===== src/rtl/cacheline_adapter_types.sv =====
// Shared constants and state encoding for the cache-line <-> burst-memory adapter.
package cacheline_adapter_types;

  localparam int BEATS    = 4;
  localparam int BEAT_W   = 64;
  localparam int LINE_W   = 256;
  localparam int OFFSET_W = 5;
  localparam int CNT_W    = $clog2(BEATS);

  typedef enum logic [2:0] {
    S_IDLE    = 3'd0,
    S_RD_REQ  = 3'd1,
    S_RD_DATA = 3'd2,
    S_WR      = 3'd3,
    S_RESP    = 3'd4
  } adapter_state_t;

endpackage


===== src/rtl/cacheline_adapter.sv =====
// Services one 256-bit cache-line read or write as a four-beat 64-bit memory burst,
// holding a single outstanding transaction and pulsing dfp_resp on completion.
module cacheline_adapter
  import cacheline_adapter_types::*;
(
  input  logic                 clk,
  input  logic                 rst,
  input  logic [31:0]          dfp_addr,
  input  logic                 dfp_read,
  input  logic                 dfp_write,
  input  logic [LINE_W-1:0]    dfp_wdata,
  output logic [LINE_W-1:0]    dfp_rdata,
  output logic                 dfp_resp,
  output logic [31:0]          bmem_addr,
  output logic                 bmem_read,
  output logic                 bmem_write,
  output logic [BEAT_W-1:0]    bmem_wdata,
  input  logic                 bmem_ready,
  input  logic [31:0]          bmem_raddr,
  input  logic [BEAT_W-1:0]    bmem_rdata,
  input  logic                 bmem_rvalid,
  output adapter_state_t       dbg_state
);

  // Handshake: the cache holds dfp_read/dfp_write until the one-cycle dfp_resp.
  // Memory accepts bmem_read or write beat 0 only in a cycle with bmem_ready=1;
  // write beats 1-3 follow on consecutive cycles, read beats arrive on bmem_rvalid.

  adapter_state_t      state_q;
  logic [CNT_W-1:0]    cnt_q;
  logic [LINE_W-1:0]   line_q;
  logic [31:0]         addr_q;
  logic [7:0]          beat_lsb;

  // Offset bits and the read-beat address tag carry no information here.
  logic unused_inputs;
  assign unused_inputs = ^{dfp_addr[OFFSET_W-1:0], bmem_raddr};

  assign beat_lsb = {cnt_q, 6'd0};

  always_ff @(posedge clk) begin
    if (rst) begin
      state_q <= S_IDLE;
      cnt_q   <= '0;
      line_q  <= '0;
      addr_q  <= '0;
    end else begin
      case (state_q)
        S_IDLE: begin
          cnt_q <= '0;
          // A simultaneous read is dropped in favour of the write.
          if (dfp_write) begin
            addr_q  <= {dfp_addr[31:OFFSET_W], {OFFSET_W{1'b0}}};
            line_q  <= dfp_wdata;
            state_q <= S_WR;
          end else if (dfp_read) begin
            addr_q  <= {dfp_addr[31:OFFSET_W], {OFFSET_W{1'b0}}};
            state_q <= S_RD_REQ;
          end
        end
        S_RD_REQ: begin
          if (bmem_ready) begin
            cnt_q   <= '0;
            state_q <= S_RD_DATA;
          end
        end
        S_RD_DATA: begin
          if (bmem_rvalid) begin
            line_q[beat_lsb +: BEAT_W] <= bmem_rdata;
            cnt_q <= cnt_q + CNT_W'(1);
            if (cnt_q == CNT_W'(BEATS - 1)) begin
              state_q <= S_RESP;
            end
          end
        end
        S_WR: begin
          if ((cnt_q != '0) || bmem_ready) begin
            cnt_q <= cnt_q + CNT_W'(1);
            if (cnt_q == CNT_W'(BEATS - 1)) begin
              state_q <= S_RESP;
            end
          end
        end
        S_RESP: begin
          // Requests are still asserted this cycle, so nothing is sampled here.
          state_q <= S_IDLE;
        end
        default: begin
          state_q <= S_IDLE;
        end
      endcase
    end
  end

  assign dfp_resp   = (state_q == S_RESP);
  assign dfp_rdata  = line_q;
  assign bmem_addr  = addr_q;
  assign bmem_read  = (state_q == S_RD_REQ);
  // The write strobe marks accepted beats only, so a stalled beat 0 is not strobed.
  assign bmem_write = (state_q == S_WR) && ((cnt_q != '0) || bmem_ready);
  assign bmem_wdata = line_q[beat_lsb +: BEAT_W];
  assign dbg_state  = state_q;

endmodule


===== config.mk =====
export PLATFORM = sky130hd
export DESIGN_NAME = cacheline_adapter
export DESIGN_NICKNAME = d
export VERILOG_FILES = /design/src/rtl/cacheline_adapter_types.sv /design/src/rtl/cacheline_adapter.sv
export SDC_FILE = /design/constraint.sdc
export NUM_CORES = 1
export LEC_CHECK = 0
export ABC_AREA = 1
export CAP_MARGIN = 30
export CORE_AREA = 3 3 288 290
export CTS_CLUSTER_SIZE = 25
export DETAILED_ROUTE_END_ITERATION = 10
export DIE_AREA = 0 0 291 293
export GPL_TIMING_DRIVEN = 0
export PLACE_DENSITY = 0.54
export SLEW_MARGIN = 20
export SYNTH_ARGS = -nofsm -noshare
export SYNTH_HDL_FRONTEND = slang
export SYNTH_SLANG_ARGS = --single-unit

===== constraint.sdc =====
create_clock -name clk -period 2.8 [get_ports clk]
set_input_delay 0.56 -clock clk [delete_from_list [all_inputs] [get_ports clk]]
set_output_delay 0.56 -clock clk [all_outputs]
set_load 0.005 [all_outputs]

==> tab_implementation.tex, run 1 <==
\begin{tabular}{lr}
\hline
Metric & Value \\
\hline
\multicolumn{2}{l}{\textbf{CTS}} \\
\quad CTS buffer count & 38 \\
\quad Number of clock sinks seen by CTS & 288 \\
\quad Worst skew pair latency & 0.57 ns \\
\quad TritonCTS clock tree & done \\
\quad Root buffer cell & clkbuf\_16 \\
\quad Count of H-tree levels built during CTS & 2 \\
\quad Clock slew seen by the registers of the worst setup and hold paths & 0.06 ns \\
\quad Clock tree buffer depth & 3 \\
\multicolumn{2}{l}{\textbf{STA}} \\
\quad RSZ-0062 raised after global routing & yes \\
\quad Worst slew slack as a fraction of its limit & 37.0\% \\
\quad Final number of hold-violating endpoints & 0 \\
\quad Actual transition at the worst max-transition pin & 0.945 ns \\
\quad Setup Skew & 0.0134 ns \\
\quad Maximum frequency from static timing analysis & 0.351 GHz \\
\quad Slack of the critical path & -0.0462 ns \\
\quad Final worst-path cycle share & 102\% \\
\quad Number of endpoints failing setup at the final stage & 3 \\
\quad Post-route minimum period & 2.85 ns \\
\quad Final Max Slew Viols & 0 \\
\multicolumn{2}{l}{\textbf{Drt}} \\
\quad Wire per inst & 26.1 um \\
\quad Number of detailed-route iterations in the first pass & 5 \\
\quad Antenna-violating nets left & 0 \\
\quad Routed vias & 24.4k \\
\quad Total Wirelength & 133000 um \\
\quad DRC violation count after routing & 0 \\
\quad Vias per std cell & 4.79 \\
\quad Drt first-iter violations & 2497 \\
\multicolumn{2}{l}{\textbf{Yosys}} \\
\quad Most frequently used flop master after synthesis & dfxtp\_1 \\
\quad Post-synth design cell area & 17800 um2 \\
\quad Number of enable-type register cells in the synthesized netlist & 0 \\
\quad Combinational family with the most area after synthesis & simple AND/OR/NAND/NOR gates \\
\quad Basic-gate share of the synthesized area counting and, or, nand and nor cells & 39.3\% \\
\quad Synth cell types & 25 \\
\quad YS warnings & 0 \\
\quad Syn\_area\_per\_cell & 5.59 um2 \\
\quad Post-synth ARST share & 0\% \\
\quad Dominant cell by count in the synthesized netlist & nand2\_1 \\
\quad Yosys top cell by area & dfxtp\_1 \\
\quad Adder-cell share of the synthesized area & 0.351\% \\
\quad XOR/XNOR share of the synthesized area & 0\% \\
\quad Synth top area cells & dfxtp\_1 32\%, nand2\_1 24\%, nor2\_1 8.4\% \\
\quad Top-area cell type share of the netlist area & 32.4\% \\
\quad Top cell types by occurrence after synthesis & 1161 x nand2\_1, 397 x nor2\_1, 359 x inv\_1 \\
\quad Area fraction in compound gates after synthesis & 14.4\% \\
\quad Register bit total from synthesis & 288 \\
\quad Sequential share of the synthesized area & 32.4\% \\
\quad Proportion of synthesized area in mux cells & 0\% \\
\quad Instance count of the mapped netlist & 3184 \\
\multicolumn{2}{l}{\textbf{Hold path}} \\
\quad Min-Delay Path Class & reg -> reg \\
\quad Worst hold start & bmem\_addr[18] \\
\quad Hold Path Depth & 2 \\
\multicolumn{2}{l}{\textbf{Die}} \\
\quad Effective utilization at floorplan & 22.1\% \\
\quad Site row count & 104 \\
\quad Top-level port count & 748 \\
\quad Die area & 85300 um2 \\
\quad Y dimension of the die & 293 um \\
\quad Core area & 80500 um2 \\
\quad Width of the die & 291 um \\
\multicolumn{2}{l}{\textbf{Worst setup path}} \\
\quad Data arrival time at the worst-slack endpoint & 2.29 ns \\
\quad Critical path class & reg -> out \\
\quad CP startpoint & cnt\_q[0] \\
\quad Critical path fanouts, max & 6 \\
\quad Worst flop-to-flop path startpoint & cnt\_q[0] \\
\quad Type of origin of the critical path & flip-flop \\
\quad Kind of capture point of the worst setup path & primary output \\
\quad Depth of the worst register-to-register path & 14 \\
\quad Required time worst endpoint & 2.24 ns \\
\multicolumn{2}{l}{\textbf{Final layout}} \\
\quad Final non-filler cell area & 29200 um2 \\
\quad Net total in the final layout & 4395 \\
\quad Synthesis-to-finish area growth & 63.7\% \\
\quad Multi-input gate area in the final layout & 9900 um2 \\
\quad Count of fill cells added during filler insertion & 8898 \\
\quad Number of standard cells in the layout, taps in and fillers out & 5090 \\
\quad Layout cell share with drive strength beyond 1 & 9.79\% \\
\quad FF+latch area & 5770 um2 \\
\multicolumn{2}{l}{\textbf{Placed design}} \\
\quad Number of cells after detailed placement & 4961 \\
\quad Area post-placement & 26400 um2 \\
\quad Estimated wirelength of the detail-placed design & 98700 um \\
\quad Weighted congestion at the end of routability-driven global placement & 0.939 \\
\quad Port Buffer Count & 704 \\
\multicolumn{2}{l}{\textbf{Power and ir drop}} \\
\quad Cell leakage power & 13.6 nW \\
\quad Power per cell area & 1100 nW/um2 \\
\quad Worst supply voltage drop on vdd & 0.545 mV \\
\multicolumn{2}{l}{\textbf{GRT}} \\
\quad First-pass GRT wire length & 179000 um \\
\quad Vias in the first global route & 22.8k \\
\quad Total routing usage reported by global routing & 29.6\% \\
\quad Largest net degree at the start of global routing & 17 \\
\quad Global route overflow & 0 \\
\quad Initial antenna violation count & 22 \\
\multicolumn{2}{l}{\textbf{Job}} \\
\quad Max\_cap viols & 0 \\
\multicolumn{2}{l}{\textbf{Status}} \\
\quad Violations in the final reports & negative setup slack \\
\quad Result of the run & finished, violations left \\
\hline
\end{tabular}
-- area by class of cell --
cell class	instances	share of cell area [%]
Inverter	363	4.71
Clock buffer	52	3.90
Timing Repair Buffer	774	26.5
Antenna cell	7	0.0601
Clock inverter	11	0.382
Tap cell	1060	4.55
Buffer	235	6.21
Multi-Input combinational cell	2300	34.0
Sequential cell	288	19.8
-- state kept, by name, summed over array words and instances, names as in the netlist --
signal     cells
dfp_rdata    256
cnt_q          2
dbg_state      3
bmem_addr     27
-- metrics by stage --
step | util [%] | hold WS (ns) | setup WS (ns) | power (mW) | TNS (ns)
5_1_grt | 36.2 | 0.460 | -0.0831 | 34.0 | -0.406
3_5_place_dp | 32.8 | 0.436 | -1.84 | 25.7 | -434.60
4_1_cts | 36.0 | 0.445 | -0.193 | 31.7 | -0.264
6_report | 36.2 | 0.443 | -0.0462 | 32.1 | -0.0602
3_3_place_gp | 32.5 | 0.431 | -3.39 | 25.6 | -799.89
2_1_floorplan | - | 0.440 | 0.199 | 15.1 | 0
-- cell usage in the layout, fill, tap and decap left out, types with 3 or more instances in the layout --
| cell type | count |
|---|---|
| nand2_1 | 1157 |
| clkdlybuf4s50_1 | 639 |
| nor2_1 | 394 |
| inv_1 | 357 |
| dfxtp_1 | 286 |
| a21oi_1 | 250 |
| nand3_1 | 207 |
| o21ai_0 | 171 |
| buf_2 | 90 |
| clkbuf_16 | 67 |
| buf_4 | 62 |
| o21ai_1 | 50 |
| clkbuf_1 | 50 |
| clkbuf_2 | 37 |
| dlygate4sd2_1 | 35 |
| a21oi_2 | 30 |
| clkbuf_8 | 19 |
| buf_12 | 13 |
| buf_1 | 13 |
| clkbuf_4 | 9 |
| buf_8 | 8 |
| diode_2 | 7 |
| buf_6 | 7 |
| clkinv_2 | 7 |
| clkdlybuf4s15_1 | 7 |
| nand2_2 | 6 |
| a21oi_4 | 5 |
| nor2_4 | 5 |
| conb_1 | 5 |
| nand3_4 | 4 |
| inv_2 | 3 |
| ha_1 | 3 |
| clkdlybuf4s15_2 | 3 |
-- kinds of logic (layout without fill, tap and decap cells) --
kind of cell,Yosys count,after routing
and+or+nand+nor,1780,1780
other,1,12
buffers and inverters,600,1435
adders and majority gates,5,5
DFF,288,288
AOI/OAI and AO/OA,510,510
-- path summary, 6_finish.rpt --
| kind | to | slack (ns) |
|---|---|---|
| setup / recovery | bmem_write | -0.05 |
| hold / removal | bmem_addr[18] | 0.44 |
| setup reg to reg | dfp_rdata[244] | 0.07 |
| hold reg to reg | bmem_addr[18] | 0.44 |
-- routing by layer --
layer / up-vias / track usage (%) / wire (um)
met5: - / 0 / 59
met4: 10 / 11.0 / 5460
met3: 236 / 6.85 / 12400
met2: 1368 / 48.8 / 61400
met1: 11400 / 37.6 / 53500
li1: 11400 / - / -
-- power breakdown --
group	switching, mW	internal (mW)	total, mW
logic	11.8	7.83	19.7
registers	1.60	5.73	7.33
clock network	2.13	3.01	5.14
total	15.6	16.6	32.1
-- worst max-delay path, cell delays in order (launching register included) --
cell       delay (ns)
dfxtp_4          0.39
inv_6            0.05
buf_12           0.13
clkbuf_16        0.16
clkbuf_16        0.15
buf_16           0.14
ha_4             0.18
inv_4            0.07
buf_12           0.11
nor2_4           0.03
nor3_2           0.14
buf_2            0.15
-- timing repair --
item / 4_1_cts / 5_1_grt
setup buffers: 45 / 14
pin swaps: 8 / 7
cloned: 2 / 0
resized for setup: 322 / 61
hold buffers: 0 / 0
endpoints found under the setup margin: 326 / 207
No activity file was read; power rests on OpenSTA's default activity.
==> run 2, diff against run 1 <==
--- a/config.mk
+++ b/config.mk
@@ -5,14 +5,13 @@
 export SDC_FILE = /design/constraint.sdc
 export NUM_CORES = 1
 export LEC_CHECK = 0
-export ABC_AREA = 1
 export CAP_MARGIN = 30
 export CORE_AREA = 3 3 288 290
 export CTS_CLUSTER_SIZE = 25
 export DETAILED_ROUTE_END_ITERATION = 10
 export DIE_AREA = 0 0 291 293
 export GPL_TIMING_DRIVEN = 0
-export PLACE_DENSITY = 0.54
+export PLACE_DENSITY = 0.51
 export SLEW_MARGIN = 20
 export SYNTH_ARGS = -nofsm -noshare
 export SYNTH_HDL_FRONTEND = slang
==> run 2 against run 1 <==
  * Global-route usage decreased by 3.0 points
  * Final area down 7.7%
  * Power is 52% lower
  * Combinational power fell by 72%
  * Largest power group unchanged
  * Count of clock-buffer cells in the layout rose by 3
  * Register-to-register slack worse by 0.11 ns
  * Critical path depth shrank 2
  * The flow still finishes with violations (negative setup slack)
  * Clock power fell by 4%
  * Wire length down 9.5%
==> tab_implementation.tex, run 2 <==
\begin{tabular}{lr}
\hline
Metric & Value \\
\hline
\multicolumn{2}{l}{\textbf{CTS}} \\
\quad Clock tree buffer depth & 3 \\
\quad CTS buffer count & 39 \\
\quad TritonCTS clock tree & done \\
\quad Worst skew pair latency & 0.56 ns \\
\quad Post-CTS Hold Buffers & 0 \\
\quad Count of H-tree levels built during CTS & 2 \\
\quad Root buffer cell & clkbuf\_16 \\
\quad Number of clock sinks seen by CTS & 288 \\
\quad Clock slew seen by the registers of the worst setup and hold paths & 0.06 ns \\
\multicolumn{2}{l}{\textbf{Placed design}} \\
\quad Estimated wirelength of the detail-placed design & 91500 um \\
\quad Port Buffer Count & 704 \\
\quad Area post-placement & 24600 um2 \\
\quad Weighted congestion at the end of routability-driven global placement & 0.916 \\
\quad Worst slack at placement & -1.90 ns \\
\multicolumn{2}{l}{\textbf{Drt}} \\
\quad Met2 wire len & 56700 um \\
\quad Routed vias & 20.5k \\
\quad DRC violation count after routing & 0 \\
\quad Vias per std cell & 5.55 \\
\quad Total Wirelength & 120000 um \\
\quad Total met3 wirelength after detailed routing & 10300 um \\
\quad Drt first-iter violations & 1969 \\
\quad Uppermost signal routing layer after detailed routing & met5 \\
\quad Number of detailed-route iterations in the first pass & 5 \\
\quad Antenna-violating nets left & 0 \\
\quad Wire per inst & 32.5 um \\
\quad Post-Route M1 WL & 48200 um \\
\multicolumn{2}{l}{\textbf{Yosys}} \\
\quad Sequential share of the synthesized area & 36.1\% \\
\quad Register bit total from synthesis & 288 \\
\quad Syn\_area\_per\_cell & 8.99 um2 \\
\quad Post-synth ARST share & 0\% \\
\quad Most frequently used flop master after synthesis & dfxtp\_1 \\
\quad Dominant cell by count in the synthesized netlist & dfxtp\_1 \\
\quad Top cell types by occurrence after synthesis & 288 x dfxtp\_1, 223 x nand3\_1, 193 x a211oi\_1, 193 x a311oi\_1, 131 x nand2\_1 \\
\quad Yosys top cell by area & dfxtp\_1 \\
\quad Top-area cell type share of the netlist area & 36.1\% \\
\quad Number of enable-type register cells in the synthesized netlist & 0 \\
\quad Post-synth design cell area & 16000 um2 \\
\quad Synth cell types & 37 \\
\quad Instance count of the mapped netlist & 1775 \\
\quad Synth top area cells & dfxtp\_1 36\%, a311oi\_1 11\%, a211oi\_1 9.1\% \\
\quad YS warnings & 0 \\
\multicolumn{2}{l}{\textbf{STA}} \\
\quad RSZ-0062 raised after global routing & yes \\
\quad Slack of the critical path & -0.0603 ns \\
\quad Maximum frequency from static timing analysis & 0.350 GHz \\
\quad Actual transition at the worst max-transition pin & 0.987 ns \\
\quad Final number of hold-violating endpoints & 0 \\
\quad Worst slew slack as a fraction of its limit & 34.2\% \\
\quad Post-route minimum period & 2.86 ns \\
\quad Setup Skew & 0.0173 ns \\
\quad Final Max Slew Viols & 0 \\
\quad Total Neg Setup Slack & -0.225 ns \\
\quad Final worst-path cycle share & 102\% \\
\quad Number of endpoints failing setup at the final stage & 10 \\
\multicolumn{2}{l}{\textbf{Power and ir drop}} \\
\quad Worst supply voltage drop on vdd & 0.386 mV \\
\quad Cell leakage power & 9.31 nW \\
\quad Power per cell area & 578 nW/um2 \\
\quad Final Total Pwr & 15.6 mW \\
\multicolumn{2}{l}{\textbf{Die}} \\
\quad Width of the die & 291 um \\
\quad Site row count & 104 \\
\quad Die area & 85300 um2 \\
\quad Y dimension of the die & 293 um \\
\quad Core area & 80500 um2 \\
\quad Effective utilization at floorplan & 19.8\% \\
\quad Top-level port count & 748 \\
\multicolumn{2}{l}{\textbf{GRT}} \\
\quad Global route overflow & 0 \\
\quad First-pass GRT wire length & 163000 um \\
\quad Initial antenna violation count & 22 \\
\quad Total routing usage reported by global routing & 26.6\% \\
\quad Vias in the first global route & 20.3k \\
\quad Largest net degree at the start of global routing & 12 \\
\multicolumn{2}{l}{\textbf{Final layout}} \\
\quad Synthesis-to-finish area growth & 68.8\% \\
\quad Net total in the final layout & 2991 \\
\quad Layout cell share with drive strength beyond 1 & 16.8\% \\
\quad Commonest cells after routing, fill and taps aside & 637 x clkdlybuf4s50\_1, 284 x dfxtp\_1, 223 x nand3\_1, 193 x a211oi\_1, 187 x a311oi\_1 \\
\quad Commonest non-fill, non-tap cell in the layout & clkdlybuf4s50\_1 \\
\quad Final non-filler cell area & 26900 um2 \\
\quad Final core utilization & 33.4\% \\
\quad Largest register FFs & 256 \\
\multicolumn{2}{l}{\textbf{Status}} \\
\quad Violations in the final reports & negative setup slack \\
\quad Result of the run & finished, violations left \\
\multicolumn{2}{l}{\textbf{Worst setup path}} \\
\quad Worst reg-to-reg setup slack & -0.04 ns \\
\quad Critical path class & reg -> out \\
\quad Data arrival time at the worst-slack endpoint & 2.30 ns \\
\quad Required time worst endpoint & 2.24 ns \\
\quad Critical path fanouts, max & 6 \\
\quad Type of origin of the critical path & flip-flop \\
\quad Kind of capture point of the worst setup path & primary output \\
\multicolumn{2}{l}{\textbf{Job}} \\
\quad Max\_cap viols & 0 \\
\multicolumn{2}{l}{\textbf{Hold path}} \\
\quad Min-Delay Path Class & reg -> reg \\
\hline
\end{tabular}
[run 2: cell count changes in the layout (fill, tap and decap cells not counted), moves of 69 or more]
cell / before / now
a211oi_1: 0 / 193
nor2_1: 394 / 67
inv_1: 357 / 1
nand2_1: 1157 / 131
nand2b_1: 0 / 69
a21oi_1: 250 / 29
o21ai_0: 171 / 27
a311oi_1: 0 / 187
[run 2: routing by layer]
layer  up-vias  global-route usage (%)
li1       8706                       -
met1     10200                    33.6
met2      1293                    44.3
met3       248                    6.08
met4         8                    9.94
met5         -                       0
[run 2: final cells by class]
type                            count  area, um2
Antenna cell                       15       37.5
Sequential cell                   288       5770
Multi-Input combinational cell   1226       9200
Fill cell                        8327      53600
Tap cell                         1060       1330
Timing Repair Buffer              779       7930
Buffer                            259       1460
Inverter                            3       15.0
Clock inverter                      8       76.3
Clock buffer                       55       1120
[run 2: repair_timing]
action / 4_1_cts / 5_1_grt
setup endpoints to repair: 328 / 257
gates cloned: 5 / 2
setup buffers: 55 / 13
pin swaps: 2 / 2
gates resized for setup: 311 / 106
[run 2: through the flow]
| step | hold WS, ns | cells |
|---|---|---|
| floorplan | 0.470 | 1779 |
| global placement | 0.462 | 3543 |
| detailed placement | 0.468 | 3554 |
| CTS | 0.479 | 3677 |
| global route | 0.490 | 3687 |
| finish | 0.481 | 3693 |
[run 2: kinds of logic after synthesis]
logic type / after synthesis / share of synthesized area, %
adder cells (fa/ha/maj): 5 / 0.392
multiplexers: 66 / 9.16
AO/OA/AOI/OAI: 577 / 28.7
flip-flops: 288 / 36.1
other: 1 / 0.0235
buffers and inverters: 265 / 7.32
AND/OR/NAND/NOR: 573 / 18.3
[run 2: path summary, 6_finish.rpt]
check        cells after the start        endpoint           from
max                              9      bmem_write       cnt_q[0]
min                              2   bmem_addr[23]  bmem_addr[23]
max reg2reg                     12  dfp_rdata[175]       cnt_q[0]
min reg2reg                      2   bmem_addr[23]  bmem_addr[23]
[run 2: critical path, stage by stage, from the launching register on]
cell and delay, ns:
dfxtp_2 0.34, buf_6 0.12, buf_12 0.10, buf_12 0.11, buf_16 0.12, clkinvlp_4 0.14, ha_4 0.21, nor2b_4 0.13
nor4bb_4 0.28, buf_2 0.18
[run 2: power by group]
| group | total (mW) | leakage, nW | internal [mW] | switching [mW] |
|---|---|---|---|---|
| clock network | 4.96 | 0.578 | 2.85 | 2.11 |
| registers | 5.15 | 2.38 | 4.58 | 0.572 |
| logic | 5.46 | 6.36 | 2.69 | 2.77 |
| total | 15.6 | 9.31 | 10.1 | 5.45 |
==> run 3, diff against run 2 <==
--- a/config.mk
+++ b/config.mk
@@ -12,6 +12,7 @@
 export DIE_AREA = 0 0 291 293
 export GPL_TIMING_DRIVEN = 0
 export PLACE_DENSITY = 0.51
+export SETUP_SLACK_MARGIN = 0.3
 export SLEW_MARGIN = 20
 export SYNTH_ARGS = -nofsm -noshare
 export SYNTH_HDL_FRONTEND = slang
==> run 3 against run 2 <==
  * The run still ends with negative setup slack left
  * Highest routed layer unchanged
  * Die area unchanged
  * Clock power up 2%
  * Via count up 3.4%
  * Count of clock-buffer cells in the layout up 4
  * Combinational power up 23%
  * Critical path depth down 1
  * Sequential power about the same
==> tab_implementation.tex, run 3 (synthesis results as in run 2) <==
\begin{tabular}{lr}
\hline
Metric & Value \\
\hline
\multicolumn{2}{l}{\textbf{Worst setup path}} \\
\quad Critical path class & reg -> out \\
\quad Max incr delay on CP & 0.55 ns \\
\quad CP startpoint & cnt\_q[0] \\
\quad Crit-path cells & buf\_12 -> buf\_16 -> buf\_12 -> buf\_12 -> buf\_6 -> buf\_8 -> mux4\_2 -> buf\_6 \\
\quad Worst reg-to-reg setup slack & 0 ns \\
\quad Required time worst endpoint & 2.24 ns \\
\quad Cell repeated most along the worst path & buf\_12 \\
\quad Worst flop-to-flop path startpoint & cnt\_q[0] \\
\quad Kind of capture point of the worst setup path & primary output \\
\quad Capturing point of the worst reg2reg path & dfp\_rdata[13] \\
\quad Type of origin of the critical path & flip-flop \\
\quad Depth of the worst register-to-register path & 12 \\
\quad Critical path's slowest cell & mux4\_2 \\
\quad Data arrival time at the worst-slack endpoint & 2.33 ns \\
\quad Critical path fanouts, max & 7 \\
\multicolumn{2}{l}{\textbf{Final layout}} \\
\quad Synthesis-to-finish area growth & 96.4\% \\
\quad Largest register FFs & 256 \\
\quad Final core utilization & 38.9\% \\
\quad Final non-filler cell area & 31300 um2 \\
\quad Layout cell share with drive strength beyond 1 & 33.4\% \\
\quad Net total in the final layout & 3053 \\
\quad Commonest cells after routing, fill and taps aside & 646 x clkdlybuf4s50\_1, 284 x dfxtp\_1, 191 x a211oi\_1, 141 x nand3\_2, 132 x a311oi\_2 \\
\quad Commonest non-fill, non-tap cell in the layout & clkdlybuf4s50\_1 \\
\multicolumn{2}{l}{\textbf{Drt}} \\
\quad DRC violation count after routing & 0 \\
\quad Drt first-iter violations & 1666 \\
\quad Number of detailed-route iterations in the first pass & 5 \\
\quad Wire per inst & 34.1 um \\
\quad Routed vias & 21.2k \\
\quad Vias per std cell & 5.65 \\
\quad Antenna-violating nets left & 0 \\
\quad Total Wirelength & 128000 um \\
\multicolumn{2}{l}{\textbf{STA}} \\
\quad Final worst-path cycle share & 103\% \\
\quad Worst slew slack as a fraction of its limit & 31.0\% \\
\quad Setup Skew & 0.0142 ns \\
\quad Maximum frequency from static timing analysis & 0.346 GHz \\
\quad RSZ-0062 raised after global routing & yes \\
\quad Worst Hold Margin & 0.474 ns \\
\quad Post-route minimum period & 2.89 ns \\
\quad Final number of hold-violating endpoints & 0 \\
\quad Slack of the critical path & -0.0938 ns \\
\quad Actual transition at the worst max-transition pin & 1.04 ns \\
\quad Final Max Slew Viols & 0 \\
\quad Number of endpoints failing setup at the final stage & 28 \\
\multicolumn{2}{l}{\textbf{Die}} \\
\quad Y dimension of the die & 293 um \\
\quad Site row count & 104 \\
\quad Width of the die & 291 um \\
\quad Core area & 80500 um2 \\
\quad Die area & 85300 um2 \\
\quad Top-level port count & 748 \\
\quad Effective utilization at floorplan & 19.8\% \\
\multicolumn{2}{l}{\textbf{CTS}} \\
\quad TritonCTS clock tree & done \\
\quad Count of H-tree levels built during CTS & 2 \\
\quad Clock tree buffer depth & 3 \\
\quad Post-CTS Hold Buffers & 0 \\
\quad CTS buffer count & 40 \\
\quad Worst skew pair latency & 0.56 ns \\
\quad Clock slew seen by the registers of the worst setup and hold paths & 0.05 ns \\
\quad Root buffer cell & clkbuf\_16 \\
\quad Number of clock sinks seen by CTS & 288 \\
\multicolumn{2}{l}{\textbf{Hold path}} \\
\quad Min-Delay Path Class & reg -> reg \\
\quad Worst hold start & bmem\_addr[8] \\
\quad Hold Path Depth & 2 \\
\quad End of the worst hold path & bmem\_addr[8] \\
\multicolumn{2}{l}{\textbf{Power and ir drop}} \\
\quad Cell leakage power & 10.6 nW \\
\quad Final Total Pwr & 16.9 mW \\
\quad Power per cell area & 540 nW/um2 \\
\quad Worst supply voltage drop on vdd & 0.342 mV \\
\multicolumn{2}{l}{\textbf{Placed design}} \\
\quad Estimated wirelength of the detail-placed design & 92600 um \\
\quad Weighted congestion at the end of routability-driven global placement & 0.917 \\
\quad Port Buffer Count & 704 \\
\quad Area post-placement & 24600 um2 \\
\multicolumn{2}{l}{\textbf{GRT}} \\
\quad First-pass GRT wire length & 172000 um \\
\quad Largest net degree at the start of global routing & 11 \\
\quad Global route overflow & 0 \\
\quad Total routing usage reported by global routing & 28.0\% \\
\quad Vias in the first global route & 21.4k \\
\quad Initial antenna violation count & 23 \\
\multicolumn{2}{l}{\textbf{Status}} \\
\quad Result of the run & finished, violations left \\
\quad Violations in the final reports & negative setup slack \\
\multicolumn{2}{l}{\textbf{Job}} \\
\quad Max\_cap viols & 0 \\
\hline
\end{tabular}
run 3: cell types whose count changed in the layout (fill, tap and decap cells not counted), sizes merged:
cell	change
clkbuf	+19
bufinv	-1
clkinvlp	-2
clkinv	+1
inv	-2
buf	+44
diode	-1
clkdlybuf4s15	-5
clkdlybuf4s50	+9
dlymetal6s2s	+6
dlygate4sd2	-8
run 3: metal layers:
metal | up-vias | GRT usage, % | share of wire, %
li1 | 8864 | - | -
met1 | 10700 | 34.0 | 39
met2 | 1288 | 46.4 | 47
met3 | 346 | 6.99 | 8.5
met4 | 8 | 13.6 | 5.7
met5 | - | 0 | 0.042
run 3: through the flow:
step | TNS, ns | cells | setup WS, ns
2_1_floorplan | 0 | 1779 | 0.282
4_1_cts | -6.62 | 3702 | -0.201
3_5_place_dp | -419.40 | 3552 | -1.99
3_3_place_gp | -592.03 | 3543 | -2.53
6_report | -0.844 | 3753 | -0.0938
5_1_grt | -3.51 | 3748 | -0.178
run 3: area by class of cell:
cell class                 count  area, um2
timing repair buffer         837       8980
sequential                   288       5780
tap                         1060       1330
clock buffer                  59       1200
antenna                       14       35.0
inverter                       3       18.8
fill                        7887      49200
buffer                       262       2080
clock inverter                 4       23.8
multi-input combinational   1226      11900
run 3: where the power goes:
part | internal (mW) | leakage (nW) | switching [mW]
Clock | 2.94 | 0.609 | 2.11
Sequential | 4.58 | 2.38 | 0.585
Combinational | 3.31 | 7.57 | 3.40
run 3: worst max path at each step:
stage	endpoint	slack [ns]
after floorplan	dfp_rdata[10]	0.28
after global placement	dfp_rdata[215]	-2.53
after detailed placement	dfp_rdata[201]	-1.99
after CTS	bmem_wdata[52]	-0.20
after global routing	bmem_write	-0.18
final	bmem_wdata[31]	-0.09
run 3: timing repair:
action                     CTS  global route
buffers inserted            61            30
pin swaps                  158           187
cloned                      26             5
gates resized for setup    567           422
setup endpoints to repair  329           322
run 3: critical path: cells and delay by family (launching register included):
kind	cells	cell delay, ns
flops	1	0.35
mux	1	0.55
buf+inv	7	0.87
